## src/rtl/coin_acceptor.sv

```systemverilog
// Purpose : conditions the raw coin-sense line, measures pulse width and
//           classifies it into a one-hot coin code with a ModeEnable strobe.
// Latency : ModeEnable/Reject fire 2+DEBOUNCE+1 cycles after the raw falling edge.
// Backpressure: no handshake; Busy (sampled only at the decision cycle) refuses
//           a valid coin with Reject, and coins arriving during lockout are dropped.
//
// Ports:
//   Clk        in   system clock, rising edge
//   nReset     in   asynchronous active-low reset
//   CoinSense  in   raw mechanism line, asynchronous, high while a coin passes
//   Busy       in   charging session running; valid coins are refused
//   Coin       out  one-hot code 001=1, 010=5, 100=10; 000 unless ModeEnable
//   ModeEnable out  single-cycle strobe qualifying Coin
//   Reject     out  single-cycle pulse, coin returned
//   Jam        out  level, high while the mechanism is stuck high
module coin_acceptor #(
  parameter int CNT_W    = 8,
  parameter int DEBOUNCE = 4,
  parameter int P1_MIN   = 8,
  parameter int P1_MAX   = 15,
  parameter int P5_MIN   = 20,
  parameter int P5_MAX   = 31,
  parameter int P10_MIN  = 40,
  parameter int P10_MAX  = 63,
  parameter int TIMEOUT  = 128,
  parameter int GAP      = 16
) (
  input  logic       Clk,
  input  logic       nReset,
  input  logic       CoinSense,
  input  logic       Busy,
  output logic [2:0] Coin,
  output logic       ModeEnable,
  output logic       Reject,
  output logic       Jam
);

  localparam logic [CNT_W-1:0] DB_LAST  = CNT_W'(DEBOUNCE - 1);
  localparam logic [CNT_W-1:0] P1_LO    = CNT_W'(P1_MIN);
  localparam logic [CNT_W-1:0] P1_HI    = CNT_W'(P1_MAX);
  localparam logic [CNT_W-1:0] P5_LO    = CNT_W'(P5_MIN);
  localparam logic [CNT_W-1:0] P5_HI    = CNT_W'(P5_MAX);
  localparam logic [CNT_W-1:0] P10_LO   = CNT_W'(P10_MIN);
  localparam logic [CNT_W-1:0] P10_HI   = CNT_W'(P10_MAX);
  localparam logic [CNT_W-1:0] TO_W     = CNT_W'(TIMEOUT);
  localparam logic [CNT_W-1:0] GAP_LAST = CNT_W'(GAP - 1);

  typedef enum logic [2:0] {
    WAIT_LOW = 3'd0,
    IDLE     = 3'd1,
    MEASURE  = 3'd2,
    DECIDE   = 3'd3,
    LOCKOUT  = 3'd4
  } state_t;

  // ---------------------------------------------------------------------
  // Input conditioning: two-flop synchronizer followed by a symmetric
  // debounce filter. Both edges see the same delay, so the filtered pulse
  // width equals the raw width for clean pulses.
  // ---------------------------------------------------------------------
  logic             sense_meta;
  logic             sense_sync;
  logic             filt;
  logic [CNT_W-1:0] db_cnt;

  always_ff @(posedge Clk or negedge nReset) begin
    if (!nReset) begin
      sense_meta <= 1'b0;
      sense_sync <= 1'b0;
      filt       <= 1'b0;
      db_cnt     <= '0;
    end else begin
      sense_meta <= CoinSense;
      sense_sync <= sense_meta;
      if (sense_sync == filt) begin
        db_cnt <= '0;
      end else if (db_cnt == DB_LAST) begin
        // DEBOUNCE consecutive disagreeing cycles seen: accept the new level
        filt   <= sense_sync;
        db_cnt <= '0;
      end else begin
        db_cnt <= db_cnt + 1'b1;
      end
    end
  end

  // ---------------------------------------------------------------------
  // Width classification, inclusive bounds.
  // ---------------------------------------------------------------------
  function automatic logic [2:0] band_of(input logic [CNT_W-1:0] w);
    logic [2:0] code;
    code = 3'b000;
    if (w >= P1_LO && w <= P1_HI)        code = 3'b001;
    else if (w >= P5_LO && w <= P5_HI)   code = 3'b010;
    else if (w >= P10_LO && w <= P10_HI) code = 3'b100;
    return code;
  endfunction

  // ---------------------------------------------------------------------
  // Control FSM
  // ---------------------------------------------------------------------
  state_t           state, state_nxt;
  logic [CNT_W-1:0] width, width_nxt;
  logic [CNT_W-1:0] gap_cnt, gap_nxt;
  logic [2:0]       band_q, band_nxt;
  logic             jam_q, jam_nxt;

  always_ff @(posedge Clk or negedge nReset) begin
    if (!nReset) begin
      state   <= WAIT_LOW;
      width   <= '0;
      gap_cnt <= '0;
      band_q  <= 3'b000;
      jam_q   <= 1'b0;
    end else begin
      state   <= state_nxt;
      width   <= width_nxt;
      gap_cnt <= gap_nxt;
      band_q  <= band_nxt;
      jam_q   <= jam_nxt;
    end
  end

  always_comb begin
    state_nxt  = state;
    width_nxt  = width;
    gap_nxt    = gap_cnt;
    band_nxt   = band_q;
    jam_nxt    = jam_q;
    Coin       = 3'b000;
    ModeEnable = 1'b0;
    Reject     = 1'b0;
    // Jam stays up after a timeout only while the line is still held high
    Jam        = jam_q & filt;

    if (!filt) jam_nxt = 1'b0;

    case (state)
      WAIT_LOW: begin
        if (!filt) state_nxt = IDLE;
      end

      IDLE: begin
        // IDLE is only ever entered with filt low, so filt high here is a rising edge
        if (filt) begin
          state_nxt = MEASURE;
          width_nxt = CNT_W'(1);
        end
      end

      MEASURE: begin
        if (width == TO_W) begin
          // Timeout takes priority; width never counts past TIMEOUT
          Reject    = 1'b1;
          Jam       = 1'b1;
          jam_nxt   = 1'b1;
          state_nxt = WAIT_LOW;
        end else if (filt) begin
          width_nxt = width + 1'b1;
        end else begin
          band_nxt  = band_of(width);
          state_nxt = DECIDE;
        end
      end

      DECIDE: begin
        if (band_q != 3'b000 && !Busy) begin
          Coin       = band_q;
          ModeEnable = 1'b1;
        end else begin
          Reject     = 1'b1;
        end
        gap_nxt   = '0;
        state_nxt = LOCKOUT;
      end

      LOCKOUT: begin
        if (gap_cnt == GAP_LAST) begin
          // A coin still present at the end of lockout is discarded via WAIT_LOW
          state_nxt = filt ? WAIT_LOW : IDLE;
        end else begin
          gap_nxt = gap_cnt + 1'b1;
        end
      end

      default: state_nxt = WAIT_LOW;
    endcase
  end

endmodule

```

## config.mk

```make
export PLATFORM = sky130hd
export DESIGN_NAME = coin_acceptor
export DESIGN_NICKNAME = d
export VERILOG_FILES = /design/src/rtl/coin_acceptor.sv
export SDC_FILE = /design/constraint.sdc
export NUM_CORES = 1
export LEC_CHECK = 0
export ABC_AREA = 1
export CORE_ASPECT_RATIO = 0.5
export CORE_MARGIN = 8
export CORE_UTILIZATION = 37
export DETAILED_ROUTE_END_ITERATION = 10
export PLACE_DENSITY = 0.62
export SKIP_LAST_GASP = 1
export SLEW_MARGIN = 20
export SYNTH_ARGS = -nofsm -noshare
export SYNTH_HDL_FRONTEND = slang
export SYNTH_SLANG_ARGS = --single-unit
```

## constraint.sdc

```tcl
create_clock -name Clk -period 1.9 [get_ports Clk]
set_input_delay 0.38 -clock Clk [delete_from_list [all_inputs] [get_ports Clk]]
set_output_delay 0.38 -clock Clk [all_outputs]
set_load 0.02 [all_outputs]
```

==> results of run 1 <==
## cells by family after synthesis
family / after synthesis
buffers and inverters: 34
DFF: 34
adders and majority gates: 4
AOI/OAI and AO/OA: 23
and+or+nand+nor: 135
xor gates and xnor gates: 8
## per-layer routing
metal	track usage (%)	vias to the layer above	share of wire, %
met3	3.11	4	3.6
met5	0	-	0
met4	3.40	0	0.95
met2	19.6	19	47
li1	-	833	-
met1	12.9	737	48
## what timing repair did
item                       4_1_cts  5_1_grt
pin swaps                        1        1
hold buffers                     0        0
resized for setup               26       13
setup endpoints to repair        6        5
buffers inserted                 0        1
## cells in the mapped netlist (3+ instances only)
master	n	area, sq um
o21ai_0	15	75.1
nand2_1	61	229
or2_2	3	18.8
nand4_1	5	31.3
xnor2_1	4	35.0
inv_1	30	113
nand3_1	25	125
ha_1	4	50.1
nor2_1	29	109
dfrtp_1	34	851
xor2_1	4	35.0
nor3_1	5	25.0
## per-stage QoR
stage / utilization [%] / TNS, ps / cells
floorplan: - / 0 / 238
global placement: 44.5 / -1720 / 336
detailed placement: 44.5 / -1920 / 336
CTS: 47.6 / -10.3 / 344
global route: 48.5 / -7.56 / 345
finish: 48.5 / 0 / 345
## power groups by stage
stage	Sequential [mW]	Clock, mW	Combinational (mW)
3_3_place_gp	0.915	0	0.702
2_1_floorplan	0.914	0	0.473
3_5_place_dp	0.921	0	0.716
5_1_grt	0.928	0.867	0.843
4_1_cts	0.907	0.822	0.720
6_report	0.913	0.809	0.729
## final timing paths
check | end | slack [ps] | cells past startpoint
max | Reject | 60 | 7
min | sense_sync$_DFF_PN0_ | 370 | 0
max reg2reg | width[0]$_DFFE_PN0P_ | 390 | 8
min reg2reg | sense_sync$_DFF_PN0_ | 370 | 0
max in group asynchronous | band_q[1]$_DFFE_PN0P_ | 1090 | 2
min in group asynchronous | db_cnt[3]$_DFF_PN0_ | 500 | 2
## state kept, by name, indices dropped and copies added, names as in the netlist
| register | flops |
|---|---|
| band_q | 3 |
| state | 3 |
| jam_q | 1 |
| width | 8 |
| gap_cnt | 8 |
| sense_sync | 1 |
| filt | 1 |
| sense_meta | 1 |
| db_cnt | 8 |
## layout make-up
cell class	instances	area (sq um)	share of cell area (%)
Clock buffer	5	68.8	2.93
Timing Repair Buffer	31	256	10.9
Sequential cell	34	851	36.2
Inverter	32	120	5.11
Clock inverter	3	68.8	2.93
Tap cell	70	87.6	3.73
Multi-Input combinational cell	170	897	38.2
## worst max-delay path, delay by kind of cell (launching register included)
family          cells  cell delay, ps
flops               1             400
simple gates        3             340
buf+inv             2             200
fa+ha+maj           1             170
compound gates      1              80
==> reports/results.ini, run 1 <==
[worst_setup_path]
cp-start-kind=flip-flop
cp-end-kind=output port
max_stage_delay_ps=400
crit-reg2reg-launch=width[0]$_DFFE_PN0P_
cp_max_fo=3
cp_cell_sequence=inv_2, ha_2, nand3_2, nor2_4, nand2_2, o21ai_2, buf_6
arrival_ps=1460
cpMaxStageDelayCell=dfrtp_1
required_ps=1520
startpoint=width[0]$_DFFE_PN0P_
crit_type=flip-flop to output port

[clock_network]
cts_buffers=5
cts_htree_levels=2
clkSlewWorstSetupHoldPaths_ps=80
cts_tree=done
clk_latency_ps=280
root_buffer=clkbuf_8
cts.sinks=34
clock_path_buffers=2

[global_route]
grt-ovfl-total=0
grt_max_degree=35
first_global_vias=1558
grt_pass1_wl_mm=6.74
grt_usage_pct=11.1
grt_antenna_before_repair=0

[yosys]
synthSimpleGateAreaFrac_pct=32.6
yosys_warnings=0
ys_seq_elements=34
synth_top_family_by_area=simple AND/OR/NAND/NOR gates
async_flop_share_pct=100
synthAdderAreaFrac_pct=2.73
avgSynthCellArea_sq_um=7.70
synth_xor_area_share_pct=3.83
synth_compound_area_share_pct=7.31
synth.mux.area_fraction_pct=0
synth_ff_type=dfrtp_1
synth_nets=246
netlist_area_sq_um=1830
synth_seq_area_share_pct=46.4
postSynthCellCount=238
synth_edf_count=0
synth_cell_types=27

[route]
drt_wl_total_mm=3.77
ant_nets=0
drt_pass1_iterations=4
drc_errors=0
drtIter0Drc=93
vias_per_cell=4.62
wire_per_inst_microns=10.9
vias=1593

[floorplan]
rows=18
start_util_pct=37.8
die_y_microns=65.8
io_pins=10
die_area_sq_um=7600
fp.dieW_microns=116
core_area_sq_um=4840

[power]
vdd_drop_max_mv=0.392
p_sw_share_pct=33.4
internal_power_mw=1.63
power_mw=2.45
powerDensity_nw_per_um2=1040
combPwrFrac_pct=29.7
power_frac_clock_pct=33.0
seqPwrFrac_pct=37.3
p_switching_mw=0.819
leakage_nw=1.14

[place]
port_buffers=9
placed_area_sq_um=2160
dp_slack_ps=-401
hpwl_mm=2.81
place_congestion=0.826

[min_path]
hp-start=sense_meta$_DFF_PN0_
hold_path.class=flip-flop to flip-flop

[final_layout]
final_cell_mix=nand2_1 (58), dfrtp_1 (34), inv_1 (29), nor2_1 (28), nand3_1 (23)
finalInstanceArea_sq_um=2350
syn_to_final_growth_pct=28.3
final_common_cell=nand2_1
fillers=462
insertedDiodeCount=0
nNetsFinal=282
layout-drive-gt1-share_pct=21.1

[sta]
slew_headroom_pct=62.3
setup-violations-final=0
hold_viol_final=0
max_freq_mhz=544
setup_ws_ps=62.3
finalCritPeriodShare_pct=96.7
holdWs_ps=365
skew_ps=3.62
min_period_ps=1840
rsz0062_at_grt=true
slew_violations=0
worstMarginPinSlew_ps=561

[job]
maxCapViolations=0

[status]
status=complete, no violations

Power figures use the tool's default switching activity.
==> run 2: changes to the inputs <==
--- a/config.mk
+++ b/config.mk
@@ -5,7 +5,6 @@
 export SDC_FILE = /design/constraint.sdc
 export NUM_CORES = 1
 export LEC_CHECK = 0
-export ABC_AREA = 1
 export CORE_ASPECT_RATIO = 0.5
 export CORE_MARGIN = 8
 export CORE_UTILIZATION = 37
==> run 2 against run 1 <==
Against the previous run: the run now ends with negative setup slack left; setup slack got worse by 87 ps; worst hold slack worse by 12 ps; design area decreased by 2.0%; fmax fell by 4.5%; first-iteration DRC count decreased by 55%; synthesized cell count is 26% lower; wire length rose by 8.0%; die area decreased by 2.4%; critical path depth decreased by 1; clock skew increased by 3.4 ps; largest power group unchanged.
==> reports/results.ini, run 2 <==
[status]
status=finished with violations
violations=negative setup slack

[floorplan]
die_area_sq_um=7410  ; -2.4%
fp.dieW_microns=114  ; -1.3%
rows=17  ; -1
die_y_microns=65.0  ; -1.1%
io_pins=10  ; unchanged
core_area_sq_um=4510  ; -6.9%
start_util_pct=39.4  ; +1.6 points

[yosys]
synth_nets=184  ; -25%
synth_common_cells=dfrtp_1 (34), nand2_1 (15), a21oi_1 (14)
synth_cell_types=40  ; +48%
postSynthCellCount=176  ; -26%
yosys_warnings=0  ; unchanged
yosysTopAreaCell=dfrtp_1
ys_seq_elements=34  ; unchanged
avgSynthCellArea_sq_um=10.1  ; +31%
synth_area_leaders=dfrtp_1 (48%), a21oi_1 (3.9%), o21ai_0 (3.7%)
async_flop_share_pct=100  ; unchanged
synth.most_common_cell=dfrtp_1
synth_ff_type=dfrtp_1
synth_seq_area_share_pct=47.9  ; +1.4 points
netlist_area_sq_um=1780  ; -2.9%
synth_edf_count=0  ; unchanged
synth.top_cell.area_share_pct=47.9  ; +1.4 points

[clock_network]
ctsHoldBuffers=0  ; unchanged
clk_latency_ps=290  ; about the same
cts.sinks=34  ; unchanged
cts_htree_levels=2  ; unchanged
root_buffer=clkbuf_8
clkSlewWorstSetupHoldPaths_ps=70  ; about the same
cts_buffers=5  ; unchanged
clock_path_buffers=2  ; unchanged
cts_tree=done

[worst_setup_path]
crit_type=flip-flop to output port
crit_buf_inv=2  ; unchanged
cp_top_family=flip-flops
cpMaxStageDelayCell=dfrtp_1
r2r_slack_ps=100  ; -290 ps
max_stage_delay_ps=390  ; about the same
crit-reg2reg-launch=state[2]$_DFFE_PN0P_
cp-start-kind=flip-flop
startpoint=width[1]$_DFFE_PN0P_
required_ps=1520  ; about the same
arrival_ps=1550  ; +90 ps
cp_max_fo=3  ; unchanged
cp_cell_sequence=inv_2, ha_4, and4bb_2, nand2_4, o21ai_2, buf_6
cp-end-kind=output port

[power]
vdd_drop_max_mv=0.334  ; -15%
leakage_nw=1.02  ; -11%
powerDensity_nw_per_um2=1020  ; -2.1%

[route]
vias_per_cell=5.31  ; +15%
ant_nets=0  ; unchanged
drt_pass1_iterations=4  ; unchanged
drc_errors=0  ; unchanged
vias=1524  ; -4.3%
wire_per_inst_microns=14.2  ; +30%
drtIter0Drc=42  ; -55%
drt_wl_total_mm=4.07  ; +8.0%

[final_layout]
fillers=424  ; -8.2%
layout.cells.non_filler=287  ; -17%
layout-drive-gt1-share_pct=30.3  ; +9.2 points
utilization_pct=51.1  ; +2.5 points
nNetsFinal=228  ; -19%
final_cell_mix=buf_4 (37), dfrtp_1 (34), nand2_1 (14), a21oi_1 (13), o21ai_0 (11)
insertedDiodeCount=0  ; unchanged
syn_to_final_growth_pct=29.5
final_common_cell=buf_4
reg.largest.list=db_cnt x8, gap_cnt x8, width x8

[min_path]
hold_path.class=flip-flop to flip-flop
hp-start=sense_meta$_DFF_PN0_

[global_route]
grt_pass1_wl_mm=7.07  ; +4.8%
grt_antenna_before_repair=0  ; unchanged
grt.met1_usage_pct=14.1  ; +1.2 points
top_usage_layer=met2
grt-ovfl-total=0  ; unchanged
grtUsageMet2_pct=19.5  ; -0.11 points
grt_usage_pct=12.0  ; +0.91 points
first_global_vias=1518  ; -2.6%
grt_max_degree=35  ; unchanged
use_met3_pct=3.69  ; +0.59 points

[place]
hpwl_mm=2.83  ; +0.38%
place_congestion=0.804  ; -2.6%
port_buffers=9  ; unchanged
place_inst=273  ; -19%

[job]
maxCapViolations=0  ; unchanged

[sta]
skew_ps=6.99  ; +3.36 ps
worstMarginPinSlew_ps=502  ; -59.5 ps
hold_viol_final=0  ; unchanged
min_period_ps=1930  ; +87.5 ps
setup_ws_ps=-25.2  ; -87.5 ps
slew_violations=0  ; unchanged
setup-violations-final=2  ; +2
finalCritPeriodShare_pct=101  ; +4.6 points
max_freq_mhz=519  ; -4.5%
rsz0062_at_grt=true
slew_headroom_pct=66.5  ; +4.2 points

run 2: repair_timing:
action | 4_1_cts | 5_1_grt
endpoints found under the setup margin | 6 | 7
gates cloned | 0 | 0
setup buffers | 3 | 3
pin swaps | 3 | 1
gates resized for setup | 39 | 5
run 2: path summary, 6_finish.rpt:
kind / cells past startpoint / to
min in group asynchronous: 2 / gap_cnt[7]$_DFFE_PN0P_
worst max register to register: 5 / gap_cnt[4]$_DFFE_PN0P_
worst min-delay path: 0 / sense_sync$_DFF_PN0_
worst min register to register: 0 / sense_sync$_DFF_PN0_
max in group asynchronous: 2 / filt$_DFFE_PN0P_
worst max-delay path: 6 / Reject
run 2: routing by layer:
| metal | up-vias | share of wire [%] |
|---|---|---|
| met5 | - | 0 |
| met4 | 0 | 2.3 |
| met3 | 10 | 4.8 |
| met2 | 27 | 46 |
| met1 | 743 | 47 |
| li1 | 744 | - |
run 2: cell families after synthesis:
family                   synth area share [%]
AND/OR/NAND/NOR                          25.0
adder cells (fa/ha/maj)                  2.82
flip-flops                               47.9
XOR/XNOR                                 1.97
multiplexers                             6.54
AO/OA/AOI/OAI                            12.7
buffers and inverters                    3.17
run 2: cell type report:
| cell class | count | area, sq um | area share [%] |
|---|---|---|---|
| clock inverters | 1 | 5.00 | 0.217 |
| inverters | 3 | 11.3 | 0.489 |
| clock buffers | 7 | 86.3 | 3.75 |
| flip-flops and latches | 34 | 851 | 37.0 |
| multi-input cells | 132 | 926 | 40.2 |
| well taps | 66 | 82.6 | 3.59 |
| repair buffers | 44 | 340 | 14.8 |
run 2: per-stage QoR:
stage | total power, mW | hold WS, ps | instance area (sq um) | TNS, ps | setup WS, ps
4_1_cts | 2.34 | 352 | 2260 | -58.6 | -39.1
3_3_place_gp | 1.68 | 339 | 2130 | -1540 | -271
2_1_floorplan | 1.39 | 84.4 | 1780 | 0 | 9.63
3_5_place_dp | 1.71 | 337 | 2130 | -1740 | -324
5_1_grt | 2.50 | 351 | 2300 | -192 | -89.2
6_report | 2.35 | 354 | 2300 | -42.6 | -25.2
run 2: power breakdown:
group / switching, mW / total [mW] / leakage [nW] / internal [mW]
clock network: 0.265 / 0.558 / 0.0482 / 0.292
logic: 0.448 / 0.879 / 0.517 / 0.431
registers: 0.0855 / 0.914 / 0.456 / 0.829
